==> config.mk <==
export PLATFORM = sky130hd
export DESIGN_NAME = pwm_multi
export DESIGN_NICKNAME = d
export VERILOG_FILES = /design/src/rtl/pwm_multi.sv
export SDC_FILE = /design/constraint.sdc
export NUM_CORES = 1
export LEC_CHECK = 0
export ABC_AREA = 1
export ABC_CLOCK_PERIOD_IN_PS = 5700
export CAP_MARGIN = 20
export CELL_PAD_IN_SITES_DETAIL_PLACEMENT = 1
export CELL_PAD_IN_SITES_GLOBAL_PLACEMENT = 2
export CORE_AREA = 2 2 163 165
export DETAILED_ROUTE_END_ITERATION = 10
export DIE_AREA = 0 0 165 167
export PLACE_DENSITY = 0.93
export SYNTH_ARGS = -nofsm -noshare
export SYNTH_HDL_FRONTEND = slang
export SYNTH_SLANG_ARGS = --single-unit
==> constraint.sdc <==
create_clock -name clk -period 5.7 [get_ports clk]
set_clock_uncertainty 0.2 [all_clocks]
set_input_delay 1.14 -clock clk [delete_from_list [all_inputs] [get_ports clk]]
set_output_delay 1.14 -clock clk [all_outputs]
set_load 0.02 [all_outputs]
==> src/rtl/pwm_multi.sv <==
// Multi-channel PWM with one shared period counter and double-buffered TOP/CMP registers.
// Edge- or center-aligned counting; shadows transfer to active registers at each period boundary.
module pwm_multi #(
  parameter int unsigned WIDTH    = 16,
  parameter int unsigned CHANNELS = 4
) (
  input  logic                clk,
  input  logic                nrst,
  input  logic                we,
  input  logic [1:0]          sel,
  input  logic [3:0]          ch,
  input  logic [WIDTH-1:0]    d,
  output logic [CHANNELS-1:0] out,
  output logic [WIDTH-1:0]    cnt,
  output logic                period_end
);

  localparam logic [1:0] SelCmp  = 2'd0;
  localparam logic [1:0] SelTop  = 2'd1;
  localparam logic [1:0] SelCnt  = 2'd2;
  localparam logic [1:0] SelCtrl = 2'd3;

  localparam logic [WIDTH-1:0] CntOne = WIDTH'(1);

  typedef enum logic {DirUp, DirDown} dir_e;

  logic [WIDTH-1:0]    cnt_q, cnt_d;
  dir_e                dir_q, dir_d;
  logic [WIDTH-1:0]    top_act_q, top_act_d;
  logic [WIDTH-1:0]    top_sh_q, top_sh_d;
  logic [WIDTH-1:0]    cmp_act_q [CHANNELS];
  logic [WIDTH-1:0]    cmp_act_d [CHANNELS];
  logic [WIDTH-1:0]    cmp_sh_q  [CHANNELS];
  logic [WIDTH-1:0]    cmp_sh_d  [CHANNELS];
  logic                mode_q, mode_d;
  logic                en_q, en_d;
  logic [CHANNELS-1:0] out_q, out_d;
  logic                pe_q, pe_d;
  logic                load;

  always_comb begin
    cnt_d     = cnt_q;
    dir_d     = dir_q;
    top_act_d = top_act_q;
    top_sh_d  = top_sh_q;
    cmp_act_d = cmp_act_q;
    cmp_sh_d  = cmp_sh_q;
    mode_d    = mode_q;
    en_d      = en_q;
    pe_d      = 1'b0;
    load      = 1'b0;

    if (we && (sel == SelCnt)) begin
      // Direct counter write overrides counting, wrap and shadow load.
      cnt_d = d;
      dir_d = DirUp;
    end else if (en_q) begin
      if (!mode_q) begin
        if (cnt_q >= top_act_q) begin
          cnt_d = '0;
          load  = 1'b1;
        end else begin
          cnt_d = cnt_q + CntOne;
        end
      end else if (dir_q == DirUp) begin
        if ((cnt_q == '0) && (top_act_q == '0)) begin
          load = 1'b1;
        end else if (cnt_q >= top_act_q) begin
          dir_d = DirDown;
          cnt_d = cnt_q - CntOne;
        end else begin
          cnt_d = cnt_q + CntOne;
        end
      end else begin
        if (cnt_q == '0) begin
          // Bottom of the triangle; a zero TOP keeps the counter parked at 0.
          load  = 1'b1;
          dir_d = DirUp;
          cnt_d = (top_sh_q != '0) ? CntOne : '0;
        end else begin
          cnt_d = cnt_q - CntOne;
        end
      end
    end

    if (load) begin
      pe_d      = 1'b1;
      top_act_d = top_sh_q;
      cmp_act_d = cmp_sh_q;
    end

    if (we && (sel == SelTop)) begin
      top_sh_d = d;
    end
    for (int unsigned i = 0; i < CHANNELS; i++) begin
      if (we && (sel == SelCmp) && (ch == 4'(i))) begin
        cmp_sh_d[i] = d;
      end
    end
    if (we && (sel == SelCtrl)) begin
      mode_d = d[0];
      en_d   = d[1];
      dir_d  = DirUp;
    end

    for (int unsigned i = 0; i < CHANNELS; i++) begin
      out_d[i] = en_q && (cnt_q < cmp_act_q[i]);
    end
  end

  always_ff @(posedge clk or negedge nrst) begin
    if (!nrst) begin
      cnt_q     <= '0;
      dir_q     <= DirUp;
      top_act_q <= '1;
      top_sh_q  <= '1;
      for (int unsigned i = 0; i < CHANNELS; i++) begin
        cmp_act_q[i] <= '0;
        cmp_sh_q[i]  <= '0;
      end
      mode_q    <= 1'b0;
      en_q      <= 1'b0;
      out_q     <= '0;
      pe_q      <= 1'b0;
    end else begin
      cnt_q     <= cnt_d;
      dir_q     <= dir_d;
      top_act_q <= top_act_d;
      top_sh_q  <= top_sh_d;
      cmp_act_q <= cmp_act_d;
      cmp_sh_q  <= cmp_sh_d;
      mode_q    <= mode_d;
      en_q      <= en_d;
      out_q     <= out_d;
      pe_q      <= pe_d;
    end
  end

  assign out        = out_q;
  assign cnt        = cnt_q;
  assign period_end = pe_q;

endmodule

# After elaboration in Yosys (flattened, before gate mapping)
# Index checks and enable logic that the tools add are counted.
# word_totals
regBits,184
input_bits,25
out_inout_bits,21
wordCells,77
# classes
add_sub_neg,2
order_cmp,5
eq_ne,7
n_mux,24
n_reduce_logical,23
# op_table
operator,count
2-to-1 mux 16 bit,8
< comparator 16 bit,4
logical NOT 16 bit,2
"adder 16 x 1 -> 16 bit, second input constant",1
greater-or-equal comparator 16 bit,1
2-to-1 mux 1 bit,16
nonzero test 16 bit,1
"subtractor 16 x 1 -> 16 bit, second input constant",1
logical AND 1 bit,13
"== test 4 x 2 -> 1 bit, second input constant",2
nonzero test 3 bit,2
"== test 2 bit, second input constant",2
"== test 4 x 1 -> 1 bit, second input constant",1
logical NOT 4 bit,1
"!= test 4 bit, second input constant",1
AND reduction 2 bit,2
"== test 2 x 1 -> 1 bit, second input constant",1
logical NOT 2 bit,1
nonzero test 2 bit,1

# Logic depth before layout (Yosys ltp)
# depth
depth_word,8
ltp_mapped,17

# Worst setup path before layout
# No wires, ideal clock.
# synth_path
path_kind,input port to flip-flop
from,input we
to,register cmp_act_q[10] (netlist name)
setup_time_ps,117
t_arrival_ps,2268
slack_ps,3115
path_stages,11
path_buffers,3
cell_sequence,nand2_1 or2_2 clkbuf_1 nand2_1 a21oi_2 nand2_2 clkinv_2 buf_12 buf_12 nand2_2 o21ai_2
# synth_via
elab_chain_len,2
# synth_lines
element,line,rtl
start: declaration,9,"input logic we,"
logical AND 1 bit,53,if (we && (sel == SelCnt)) begin
2-to-1 mux 1 bit,53,
end signal: assignment,130,cmp_act_q <= cmp_act_d;
end: declaration,31,logic [WIDTH-1:0] cmp_act_q [CHANNELS];
# No other way between the ends.
# A chain may end at the register's enable or synchronous reset.

# Worst setup path in the final report
# layout_path
from,input we
to,register cmp_act_q[52] (netlist name)
# The elaborated chain is that of the path after synthesis.

==> flow_summary.ini <==
[sta]
setup_viol = 0
layout_setup_ws_ns = 1.73
max_slew_margin_pct = 39.7
setup_tns_ns = 0
rsz0062_at_grt = no
timing.final.hold_violations = 0
min_period_over_period_pct = 69.7
post-route-min-period_ns = 3.97
drv_slew = 0
worstMarginPinSlew_ns = 0.904
max_freq_mhz = 252

[floorplan]
die_w_um = 165
coreArea_mm2 = 0.0258
fp.dieArea_mm2 = 0.0276
std_cell_rows = 59
start_util_pct = 40.5
die_y_um = 167
io_pins = 46

[critical_path]
reg2reg_from = cnt[0]
crit_path_start = we
crit_type = in2reg
cp.arrival_ns = 4.15
crit_chain = clkdlybuf4s50_1 -> nand2_1 -> or2_2 -> nand2_1 -> a21oi_2 -> nand2_2 -> inv_6 -> buf_4 -> nand2_2 -> o21ai_2
crit_fanout = 54
rrSetupSlack_ns = 1.76
r2r-end = cmp_act_q[52]
cp_top_family = buffers and inverters
cp-end-kind = flop
slowest_stage = inv_6
rr_worst_depth = 15
cp_data_required_time_ns = 5.87
path_buf_inv = 3
slowest_delay_ns = 0.57
crit_path_start_kind = input pin

[drt]
drc_errors = 0
post_drt_wl_per_cell_um = 18.8
via_count = 8514
viasPerCell = 5.23
wl_um = 30700
final_antenna_net_count = 0
firstDrtPassIters = 7
dr.first_iter.drc_count = 437

[yosys]
synth_top_area_share_pct = 36.5
syn_inst = 1248
synth.area.top_cells = dfrtp_1, nand2_1, ha_1
synth_fp_nets = 1352
synthArstFlopShare_pct = 100
seq_area_frac_synth_pct = 44.5
dominantRegCellSynth = dfrtp_1
ys_top_cells_by_count = nand2_1, dfrtp_1, inv_1
synth_edf_count = 0
yosysMostFrequentCell = nand2_1
yosysTopAreaCell = dfrtp_1
syn_area_mm2 = 0.0104
synth_seq_cells = 184
ys_types = 36
synth_area_per_cell_um2 = 8.36
ys_warn_count = 0

[placement]
finalWeightedCongestion = 0.821
place_ws_ns = 1.31
place_area_mm2 = 0.0111
place_hpwl_um = 21400
io_buffers = 45
dp_cells = 1596

[final_layout]
design_area_mm2 = 0.0117
drive_gt1_share_pct = 16.0
fin_util_pct = 45.5
nets = 1385
n_antenna_cell = 0
area_growth_pct = 12.5
fin_cells = 1629

[grt]
grt_pass1_wl_um = 49300
grt_pass1_vias = 9023
grtUsageTotal_pct = 23.6
grt_overflow = 0
antenna_found_initial = 0
grt_start_max_net_pins = 106

[power_and_ir_drop]
ir_drop_v = 0.000198
swShare_pct = 44.6
leakagePower_nw = 5.64
seqPwrFrac_pct = 31.6
switching_power_mw = 2.91
p_int_mw = 3.62
power_density_mw_per_mm2 = 556
pwr-share-clk_pct = 19.0
pwr-share-comb_pct = 49.4

[clock_tree]
hold_buffers = 0
post_cts_resized = 0
root_buffer = clkbuf_16
cts.sinks = 184
clkTransAtPathRegs_ns = 0.07
clock_path_buffers = 2
cts_made_buffers = 17
cts_setup_buffers = 0
clock_latency_ns = 0.45
cts_tree = done
h-tree-depth = 4

[run]
drv_cap = 0

[hold_path]
hold_depth = 2
hold_path_class = reg2reg
min_from = cmp_sh_q[23]
hold-path-endpoint = cmp_act_q[23]

[status]
outcome = complete, no violations
worst max path at each step:
stage,to,slack [ns],cells past startpoint
CTS,cmp_act_q[52],1.76,10
global route,cmp_act_q[11],1.44,15
detailed placement,cmp_act_q[11],1.31,10
global placement,cmp_act_q[9],1.41,10
finish,cmp_act_q[52],1.73,10
floorplan,cmp_act_q[10],3.11,11
cells by family (layout without fill, tap and decap cells):
| kind of cell | count (synthesis) | in the layout | synth area share [%] |
|---|---|---|---|
| buffers and inverters | 204 | 250 | 9.05 |
| adder cells (fa/ha/maj) | 79 | 79 | 9.47 |
| AO/OA/AOI/OAI | 235 | 235 | 13.3 |
| XOR/XNOR | 18 | 18 | 1.51 |
| flip-flops | 184 | 184 | 44.5 |
| AND/OR/NAND/NOR | 528 | 528 | 22.2 |
layout by cell type (no fill, tap or decap), types with 2 or more instances in the layout:
cell type,count
clkbuf_16,17
or2_2,3
inv_2,3
nand2_1,284
dfstp_2,32
nor2_4,3
nand3_1,54
bufinv_16,2
buf_4,19
o2111ai_1,2
nor2_2,3
xnor2_1,3
o21ai_2,50
nand3b_1,3
inv_6,7
nand4_1,16
xor2_1,15
clkinvlp_4,2
clkdlybuf4s50_1,44
clkbuf_8,2
o21ai_1,2
nor2_1,96
buf_12,2
o21ai_0,133
nand2_2,54
nor3_1,6
dfrtp_1,152
nor3b_1,4
a21oi_1,44
inv_1,147
ha_1,79
clkinv_4,2
routing by layer:
metal / part of all wire (%) / up-vias / track usage, %
li1: - / 4066 / -
met1: 46 / 4282 / 31.8
met2: 49 / 129 / 39.3
met3: 2.7 / 37 / 2.91
met4: 1.9 / 0 / 7.41
met5: 0 / - / 0
tightest hold or removal path: stages, from the launching register on:
cell and delay [ns]:
dfrtp_1 0.36, nand2_2 0.06, o21ai_2 0.04
registers in the layout, summed over array words and instances, names as in the netlist:
signal / count
cmp_act_q: 64
cmp_sh_q: 64
cnt: 16
dir_q: 1
en_q: 1
mode_q: 1
out: 4
period_end: 1
top_act_q: 16
top_sh_q: 16
stage by stage:
| step | hold WS [ns] | power, mW |
|---|---|---|
| 2_1_floorplan | 0.242 | 4.27 |
| 3_5_place_dp | 0.273 | 5.29 |
| 3_3_place_gp | 0.264 | 5.11 |
| 5_1_grt | 0.302 | 7.10 |
| 4_1_cts | 0.281 | 6.58 |
| 6_report | 0.278 | 6.52 |
layout make-up:
| type | count | area (um2) |
|---|---|---|
| multi-input cells | 860 | 4850 |
| flip-flops and latches | 184 | 4640 |
| clock inverters | 13 | 156 |
| clock buffers | 19 | 443 |
| fillers | 3078 | 14000 |
| repair buffers | 67 | 652 |
| inverters | 151 | 572 |
| well taps | 335 | 419 |
power groups by stage:
stage | logic (mW) | registers, mW | clock network (mW)
finish | 3.23 | 2.06 | 1.24
global route | 3.67 | 2.11 | 1.31
CTS | 3.26 | 2.06 | 1.26
detailed placement | 3.21 | 2.08 | 0
global placement | 3.05 | 2.06 | 0
floorplan | 2.20 | 2.07 | 0
Power figures use the tool's default switching activity.
